[src/rtl/memtrace_cmp.sv]
// Order-based equivalence checker for two picorv32 native memory ports.
// Completed transactions from each port are queued and compared pairwise in arrival order.
module memtrace_cmp #(
   parameter int DEPTH     = 8,
   parameter bit CMP_WDATA = 1'b1
) (
   input  logic                       clock,
   input  logic                       resetn,
   input  logic                       mem_valid_a,
   input  logic                       mem_ready_a,
   input  logic                       mem_instr_a,
   input  logic [31:0]                mem_addr_a,
   input  logic [31:0]                mem_wdata_a,
   input  logic [3:0]                 mem_wstrb_a,
   input  logic                       mem_valid_b,
   input  logic                       mem_ready_b,
   input  logic                       mem_instr_b,
   input  logic [31:0]                mem_addr_b,
   input  logic [31:0]                mem_wdata_b,
   input  logic [3:0]                 mem_wstrb_b,
   output logic                       mismatch,
   output logic                       overflow,
   output logic [31:0]                match_cnt,
   output logic [31:0]                first_addr_a,
   output logic [31:0]                first_addr_b,
   output logic [31:0]                first_idx,
   output logic [$clog2(DEPTH):0]     level_a,
   output logic [$clog2(DEPTH):0]     level_b
);

   localparam int AW      = $clog2(DEPTH);
   localparam int LW      = AW + 1;
   localparam int ENTRY_W = 69;
   localparam logic [LW-1:0] FULL_LVL = LW'(DEPTH);

   // Entry layout: {instr, addr[31:0], wstrb[3:0], wdata[31:0]}
   function automatic logic entries_equal(input logic [ENTRY_W-1:0] ea,
                                          input logic [ENTRY_W-1:0] eb);
      logic same_ctl;
      logic need_wdata;
      same_ctl   = (ea[68:32] == eb[68:32]);
      need_wdata = CMP_WDATA && (ea[35:32] != 4'h0);
      return same_ctl && (!need_wdata || (ea[31:0] == eb[31:0]));
   endfunction

   logic [ENTRY_W-1:0] fifo_a_r [DEPTH];
   logic [ENTRY_W-1:0] fifo_b_r [DEPTH];
   logic [AW-1:0]      wr_a_r, rd_a_r, wr_b_r, rd_b_r;
   logic [LW-1:0]      level_a_r, level_b_r;
   logic               mismatch_r, overflow_r;
   logic [31:0]        match_cnt_r, first_addr_a_r, first_addr_b_r, first_idx_r;

   logic [ENTRY_W-1:0] entry_a_s, entry_b_s, head_a_s, head_b_s;
   logic               push_a_s, push_b_s, acc_a_s, acc_b_s, drop_a_s, drop_b_s;
   logic               pop_s, pair_eq_s;

   // Capture qualification, full handling and pair comparison
   always_comb begin
      entry_a_s = {mem_instr_a, mem_addr_a, mem_wstrb_a, mem_wdata_a};
      entry_b_s = {mem_instr_b, mem_addr_b, mem_wstrb_b, mem_wdata_b};
      push_a_s  = mem_valid_a && mem_ready_a;
      push_b_s  = mem_valid_b && mem_ready_b;
      pop_s     = (level_a_r != {LW{1'b0}}) && (level_b_r != {LW{1'b0}});
      // A full FIFO can still take a push when its head leaves on the same edge
      acc_a_s   = push_a_s && ((level_a_r != FULL_LVL) || pop_s);
      acc_b_s   = push_b_s && ((level_b_r != FULL_LVL) || pop_s);
      drop_a_s  = push_a_s && !acc_a_s;
      drop_b_s  = push_b_s && !acc_b_s;
      head_a_s  = fifo_a_r[rd_a_r];
      head_b_s  = fifo_b_r[rd_b_r];
      pair_eq_s = entries_equal(head_a_s, head_b_s);
   end

   // FIFO storage; contents need no reset since level gates visibility
   always_ff @(posedge clock) begin
      if (resetn && acc_a_s) begin
         fifo_a_r[wr_a_r] <= entry_a_s;
      end
      if (resetn && acc_b_s) begin
         fifo_b_r[wr_b_r] <= entry_b_s;
      end
   end

   // Pointer and occupancy bookkeeping for both FIFOs
   always_ff @(posedge clock) begin
      if (!resetn) begin
         wr_a_r    <= {AW{1'b0}};
         rd_a_r    <= {AW{1'b0}};
         wr_b_r    <= {AW{1'b0}};
         rd_b_r    <= {AW{1'b0}};
         level_a_r <= {LW{1'b0}};
         level_b_r <= {LW{1'b0}};
      end else begin
         if (acc_a_s) wr_a_r <= wr_a_r + {{(AW-1){1'b0}}, 1'b1};
         if (acc_b_s) wr_b_r <= wr_b_r + {{(AW-1){1'b0}}, 1'b1};
         if (pop_s) begin
            rd_a_r <= rd_a_r + {{(AW-1){1'b0}}, 1'b1};
            rd_b_r <= rd_b_r + {{(AW-1){1'b0}}, 1'b1};
         end
         case ({acc_a_s, pop_s})
            2'b10:   level_a_r <= level_a_r + {{(LW-1){1'b0}}, 1'b1};
            2'b01:   level_a_r <= level_a_r - {{(LW-1){1'b0}}, 1'b1};
            default: level_a_r <= level_a_r;
         endcase
         case ({acc_b_s, pop_s})
            2'b10:   level_b_r <= level_b_r + {{(LW-1){1'b0}}, 1'b1};
            2'b01:   level_b_r <= level_b_r - {{(LW-1){1'b0}}, 1'b1};
            default: level_b_r <= level_b_r;
         endcase
      end
   end

   // Sticky result flags, match counter and first-mismatch diagnostics
   always_ff @(posedge clock) begin
      if (!resetn) begin
         mismatch_r     <= 1'b0;
         overflow_r     <= 1'b0;
         match_cnt_r    <= 32'h0;
         first_addr_a_r <= 32'h0;
         first_addr_b_r <= 32'h0;
         first_idx_r    <= 32'h0;
      end else begin
         if (drop_a_s || drop_b_s) overflow_r <= 1'b1;
         if (pop_s && pair_eq_s) begin
            if (match_cnt_r != 32'hFFFF_FFFF) match_cnt_r <= match_cnt_r + 32'h1;
         end else if (pop_s) begin
            mismatch_r <= 1'b1;
            if (!mismatch_r) begin
               first_addr_a_r <= head_a_s[67:36];
               first_addr_b_r <= head_b_s[67:36];
               first_idx_r    <= match_cnt_r;
            end
         end
      end
   end

   assign mismatch     = mismatch_r;
   assign overflow     = overflow_r;
   assign match_cnt    = match_cnt_r;
   assign first_addr_a = first_addr_a_r;
   assign first_addr_b = first_addr_b_r;
   assign first_idx    = first_idx_r;
   assign level_a      = level_a_r;
   assign level_b      = level_b_r;

endmodule
[config.mk]
export PLATFORM = sky130hd
export DESIGN_NAME = memtrace_cmp
export DESIGN_NICKNAME = d
export VERILOG_FILES = /design/src/rtl/memtrace_cmp.sv
export SDC_FILE = /design/constraint.sdc
export NUM_CORES = 1
export LEC_CHECK = 0
export CORE_AREA = 2 2 377 379
export DETAILED_ROUTE_END_ITERATION = 8
export DIE_AREA = 0 0 379 381
export DONT_BUFFER_PORTS = 1
export MAX_ROUTING_LAYER = met4
export PLACE_DENSITY = 0.49
export SLEW_MARGIN = 20
export SYNTH_ARGS = -nofsm -noshare
export SYNTH_HDL_FRONTEND = slang
export SYNTH_SLANG_ARGS = --single-unit
[constraint.sdc]
create_clock -name clock -period 14 [get_ports clock]
set_input_delay 0 -clock clock [delete_from_list [all_inputs] [get_ports clock]]
set_output_delay 0 -clock clock [all_outputs]
set_load 0.005 [all_outputs]
==> results.toml, run 1 <==
[grt]
antenna_found_initial = 33
grt_pass1_wl_um = 178000
grt_max_degree = 184
overflow = 0
grt_pass1_vias = 24580
track_usage_pct = 17.87

[logic_synthesis]
netlist_area_sq_um = 48730
synth_warnings = 0
ys_ff_latch = 1260
avgSynthCellArea_sq_um = 19.65
yosysSeqAreaShare_pct = 74.45
synth-edff-count = 1104
synth-main-ff-cell = "edfxtp_1"
syn_nets = 2635
async_flop_share_pct = 0
synth_cell_types = 45
synth_cells = 2480

[route]
detail_route.first_pass.iterations = 5
drt_iter0_drc = 1676
wl_um = 125000
num_vias = 23460
via_per_inst = 4.956
ant_nets = 0
wire_per_inst_um = 26.41
drc_errors = 0

[sta]
skew_ns = 0.03481
period_minus_slack_ns = 7.029
worst-slew-pin-transition_ns = 1.058
rsz0062_at_grt = "no"
slew_viol_final = 0
max_freq_mhz = 142.3
finalSetupViolCount = 0
fin_setup_tns_ns = 0
relSlewSlack_pct = 29.48
hold_violations = 0
period_share_pct = 50.21

[cts]
clockRootBuffer = "clkbuf_16"
htreeDepth = 4
clkSinkCount = 1260
clockBufferDepth = 3
cts_made_buffers = 140
cts_tree = "built"
cts.reportedPaths.clkPinSlew_ns = 0.06
post-cts-setup-buffer-count = 0
clock_latency_ns = 0.77

[power_and_ir_drop]
switchingPower_mw = 2.247
switching_share_pct = 25.30
peakVddDrop_v = 0.00009353
power_mw = 8.882
cellPowerDensity_nw_per_um2 = 155.5
p_clk_share_pct = 39.3
power_leakage_nw = 17.56
power_frac_comb_pct = 11.9
sequentialPowerShare_pct = 48.8
p_int_mw = 6.635

[critical_path]
cp_max_fo = 64
worstPathArrival_ns = 7.66
cp.required_ns = 14.63
path_class = "reg2reg"
cp-start-kind = "flop"
cp-end-kind = "flop"

[die]
dieArea_sq_um = 144400
rows = 138
die_width_um = 379
start_util_pct = 34.67
pin_count = 282
core_area_sq_um = 140600
die_y_um = 381

[finish]
area_growth_pct = 17.20
layout.cells.most_common = "edfxtp_1"
layout_common_cells = "edfxtp_1 (1104), mux4_2 (264), mux2i_1 (200)"
drive_gt1_share_pct = 21.07
nets = 2862

[outcome]
status = "completed"

[flow_run]
cap_violations = 0

[placement]
place.gp.congestion = 0.7647
place_hpwl_um = 76670
io_buffers = 0

[worst_hold_path]
hold_class = "in2reg"
[worst max-delay path, cell delays in order (launching register included)]
cell and delay [ns]:
dfxtp_4 0.76, buf_4 0.70, buf_4 0.73, mux4_2 0.40, mux2i_1 0.50, xor2_1 0.18, nor4_1 0.37, nand2_1 0.18
o31ai_2 0.66, nand4_1 0.80, nand2_1 0.36, nor2_4 0.17, buf_4 0.47, mux2_2 0.41
[cell families (layout without fill, tap and decap cells)]
family | after synthesis | in the layout | synth area share [%]
other | 0 | 28 | 0
XOR/XNOR | 92 | 92 | 1.654
adder cells (fa/ha/maj) | 11 | 11 | 0.3133
buffers and inverters | 131 | 466 | 1.286
AND/OR/NAND/NOR | 414 | 414 | 3.944
multiplexers | 528 | 528 | 17.79
AO/OA/AOI/OAI | 44 | 44 | 0.5649
flip-flops | 1260 | 1260 | 74.45
[registers in the layout (all words and copies together), names as in the netlist, 4 cells and up, named ones only]
signal,flops
fifo_a_r,552
fifo_b_r,552
first_addr_a,32
first_addr_b,32
first_idx,32
match_cnt,32
level_a,4
level_b,4
[synth_stat cells, drive strengths merged (2+ instances only)]
| cell | n | area share, % |
|---|---|---|
| a21o | 2 | 0.031 |
| a21oi | 17 | 0.17 |
| a221oi | 6 | 0.11 |
| a31o | 2 | 0.036 |
| a31oi | 2 | 0.026 |
| and2 | 32 | 0.41 |
| and3 | 7 | 0.090 |
| and4 | 5 | 0.090 |
| buf | 85 | 0.93 |
| clkbuf | 34 | 0.26 |
| dfxtp | 156 | 6.4 |
| edfxtp | 1104 | 68 |
| fa | 2 | 0.082 |
| ha | 9 | 0.23 |
| inv | 12 | 0.092 |
| mux2 | 64 | 1.5 |
| mux2i | 200 | 4.1 |
| mux4 | 264 | 12 |
| nand2 | 186 | 1.4 |
| nand2b | 32 | 0.41 |
| nand3 | 14 | 0.14 |
| nand3b | 2 | 0.031 |
| nand4 | 11 | 0.14 |
| nor2 | 87 | 0.68 |
| nor2b | 2 | 0.026 |
| nor3 | 10 | 0.14 |
| nor4 | 16 | 0.22 |
| o21ai | 5 | 0.051 |
| o22ai | 7 | 0.090 |
| o31ai | 2 | 0.031 |
| or3 | 7 | 0.090 |
| xnor2 | 42 | 0.75 |
| xor2 | 50 | 0.90 |
[area by class of cell]
type / count / area [sq um]
diodes: 28 / 70.07
clock buffers: 185 / 3735
clock inverters: 65 / 618.1
fillers: 12580 / 83440
inverters: 12 / 45.04
multi-input cells: 1089 / 11940
flip-flops and latches: 1260 / 36300
well taps: 1890 / 2365
repair buffers: 204 / 2034
[power by group through the flow]
stage / Combinational [mW] / Sequential, mW / Clock [mW]
after detailed placement: 0.994 / 4.42 / 0
final: 1.06 / 4.34 / 3.49
after global placement: 0.987 / 4.42 / 0
after floorplan: 0.718 / 4.31 / 0
after global routing: 1.14 / 4.36 / 3.73
after CTS: 1.08 / 4.34 / 3.59
[stage by stage]
step	util [%]	instance area [sq um]	hold slack, ns	instances	setup WS, ns
final	40.63	57110	0.05265	4733	6.971
after global routing	40.62	57090	0.05064	4727	6.325
after CTS	40.55	56990	0.0003461	4703	6.629
after detailed placement	36.31	51040	0.09921	4295	6.649
after global placement	36.28	50990	0.09918	4293	6.234
after floorplan	-	48730	0.09887	2480	7.519
[per-layer routing]
| layer | track usage, % | vias up | part of all wire, % |
|---|---|---|---|
| met4 | 4.277 | 0 | 1.8 |
| met2 | 28.90 | 616 | 49 |
| li1 | - | 10370 | - |
| met3 | 5.679 | 158 | 8.4 |
| met5 | - | - | 0 |
| met1 | 21.76 | 12310 | 41 |
[final timing paths]
kind	start	endpoint	slack, ns	cells past startpoint
setup / recovery	flop	first_addr_b[7]	6.97	13
hold / removal	mem_wdata_b[25]	fifo_b_r[6][25]	0.05	1
setup reg to reg	flop	first_addr_b[7]	6.97	13
hold reg to reg	rd_a_r[1]	flop	0.48	2
[what timing repair did]
item / 4_1_cts / 5_1_grt
hold endpoints to repair: 1294 / 0
hold buffers: 158 / 0
gates resized for setup: 0 / 0
endpoints found under the setup margin: 0 / 0
Note: power is estimated with default switching activity, not from simulation.
==> run 2, diff against run 1 <==
--- a/config.mk
+++ b/config.mk
@@ -5,12 +5,13 @@
 export SDC_FILE = /design/constraint.sdc
 export NUM_CORES = 1
 export LEC_CHECK = 0
-export CORE_AREA = 2 2 377 379
+export ABC_AREA = 1
+export CORE_AREA = 2 2 399 401
 export DETAILED_ROUTE_END_ITERATION = 8
-export DIE_AREA = 0 0 379 381
+export DIE_AREA = 0 0 401 403
 export DONT_BUFFER_PORTS = 1
 export MAX_ROUTING_LAYER = met4
-export PLACE_DENSITY = 0.49
+export PLACE_DENSITY = 0.51
 export SLEW_MARGIN = 20
 export SYNTH_ARGS = -nofsm -noshare
 export SYNTH_HDL_FRONTEND = slang
==> constraint.sdc (replaced) <==
create_clock -name clock -period 5.9 [get_ports clock]
set_input_delay 0 -clock clock [delete_from_list [all_inputs] [get_ports clock]]
set_output_delay 0 -clock clock [all_outputs]
set_load 0.005 [all_outputs]
==> run 2 against run 1 <==
  * Die area rose by 12%
  * Highest routed layer unchanged
  * Largest power group unchanged
  * Area after synthesis up 12%
  * Count of clock-buffer cells in the layout grew 10
==> results.toml, run 2 <==
[placement]
place_hpwl_um = 106600
post_dp_cell_area_sq_um = 57140
place_ws_ns = 1.149
io_buffers = 0
place.gp.congestion = 0.8460

[sta]
rsz0062_at_grt = "no"
hold_violations = 0
relSlewSlack_pct = 20.69
skew_ns = 0.03086
period_minus_slack_ns = 4.804
max_freq_mhz = 208.1
slew_viol_final = 0
period_share_pct = 81.43
finalSetupViolCount = 0
timing.final.ws_setup_ns = 1.096
worst-slew-pin-transition_ns = 1.187

[cts]
post-cts-setup-buffer-count = 0
clkSinkCount = 1260
clock_latency_ns = 0.78
cts_made_buffers = 142
clockRootBuffer = "clkbuf_16"
cts.reportedPaths.clkPinSlew_ns = 0.06
cts_tree = "built"
clockBufferDepth = 3
htreeDepth = 4

[logic_synthesis]
synth_cell_types = 33
yosysTopAreaCell = "edfxtp_1"
synth_warnings = 0
netlist_area_sq_um = 54800
synth.most_common_cell = "nand2_1"
synth_top_area_share_pct = 60.50
avgSynthCellArea_sq_um = 9.645
yosysSeqAreaShare_pct = 66.20
synth_cells = 5681
synth_common_cells = "nand2_1 (1967), edfxtp_1 (1104), inv_1 (582)"
syn_nets = 5836
synth-main-ff-cell = "edfxtp_1"
synth-edff-count = 1104
yosys-top-cells-area = "edfxtp_1 (61%), nand2_1 (13%), dfxtp_1 (5.7%)"
async_flop_share_pct = 0
ys_ff_latch = 1260

[grt]
overflow = 0
grt_pass1_vias = 36330
grt_max_degree = 145
antenna_found_initial = 27
track_usage_pct = 21.44
grt_pass1_wl_um = 249800

[route]
highest_layer = "met4"
wire_per_inst_um = 21.45
drt_iter0_drc = 3294
drc_errors = 0
via_per_inst = 4.874
ant_nets = 0
wl_um = 170800
wl_met1_um = 72810
wl_met2_um = 84650
num_vias = 38820
detail_route.first_pass.iterations = 7
wl_met3_um = 9962

[die]
die_width_um = 401
pin_count = 282
start_util_pct = 34.80
die_y_um = 403
core_area_sq_um = 157500
rows = 146
dieArea_sq_um = 161600

[critical_path]
worstPathCellList = "inv_6, buf_4, nand2_1, nand3_1, nand2_1, nand2_1, nand2_1, nand2_1, nand2_1, nor2_1, nand2_1, nor2_1, nand3_1, nor2_2, nand2_4, nor2_4, buf_4, nand3_1, nand2_1, dlygate4sd3_1, nor2_1"
cp.required_ns = 6.55
cp_max_fo = 86
worstPathArrival_ns = 5.46
cp-start-kind = "flop"
crit_top_cell = "nand2_1"
path_class = "reg2reg"
cp-end-kind = "flop"
worst_path_largest_cell_delay_ns = 0.56
r2r_slack_ns = 1.10
crit_path_top_delay_cell = "inv_6"

[power_and_ir_drop]
power_mw = 26.88
power_leakage_nw = 25.36
cellPowerDensity_nw_per_um2 = 425.9
peakVddDrop_v = 0.0003031

[worst_hold_path]
hold_class = "in2reg"

[flow_run]
cap_violations = 0

[finish]
layout.cells.most_common = "nand2_1"
reg_top3 = "fifo_a_r: 552 flops, fifo_b_r: 552 flops"
nFillCells = 15320
design_area_sq_um = 63130
area_growth_pct = 15.20
layout_common_cells = "nand2_1 (1967), edfxtp_1 (1104), inv_1 (580)"
drive_gt1_share_pct = 5.479
nets = 5915

[outcome]
status = "completed"
## run 2: cell type report
type	instances	area, sq um	area share (%)
Antenna cell	17	42.54	0.06739
Clock buffer	195	3899	6.176
Clock inverter	66	564.3	0.8939
Inverter	589	2235	3.540
Multi-Input combinational cell	3534	14990	23.74
Sequential cell	1260	36300	57.50
Tap cell	2072	2592	4.107
Timing Repair Buffer	233	2507	3.972
## run 2: per-stage QoR
step	TNS [ns]	hold WS, ns	cells	utilization, %
2_1_floorplan	-151.24	0.09887	5681	-
3_3_place_gp	0	0.09919	7542	36.29
3_5_place_dp	0	0.09927	7542	36.29
4_1_cts	0	0.007290	7949	40.06
5_1_grt	0	0.03287	7965	40.09
6_report	0	0.05316	7966	40.09
## run 2: cells by family after synthesis
| family | count (synthesis) | synth area share (%) |
|---|---|---|
| and+or+nand+nor | 3123 | 23.14 |
| buffers and inverters | 887 | 6.693 |
| DFF | 1260 | 66.20 |
| adders and majority gates | 11 | 0.2786 |
| xor gates and xnor gates | 2 | 0.03197 |
| AOI/OAI and AO/OA | 398 | 3.653 |
## run 2: layer usage
layer / vias up / track usage [%]
li1: 18840 / -
met1: 18690 / 26.88
met2: 1077 / 36.03
met3: 215 / 3.866
met4: 0 / 5.051
met5: - / -
## run 2: path summary, 6_finish.rpt
| check | from | to | depth (start not counted) |
|---|---|---|---|
| worst max register to register | flop | match_cnt[30] | 21 |
| worst max-delay path | flop | match_cnt[30] | 21 |
| worst min-delay path | mem_wdata_a[6] | fifo_a_r[0][6] | 1 |
| worst min register to register | rd_a_r[2] | flop | 2 |
## run 2: where the power goes
| part | leakage [nW] | total [mW] | switching [mW] | internal, mW |
|---|---|---|---|---|
| combinational | 12.0 | 7.86 | 5.84 | 2.02 |
| clock | 2.19 | 8.57 | 3.66 | 4.92 |
| sequential | 11.2 | 10.4 | 0.395 | 10.1 |
| total | 25.4 | 26.9 | 9.89 | 17.0 |
## run 2: worst max-delay path: cells and delay by family, from the launching register on
family	cells	cell delay (ns)
flops	1	0.49
buf+inv	4	1.84
simple gates	17	2.28
## run 2: timing repair
item                      4_1_cts  5_1_grt
gates resized for setup         0        0
hold buffers                  146        0
hold endpoints to repair     1222        0
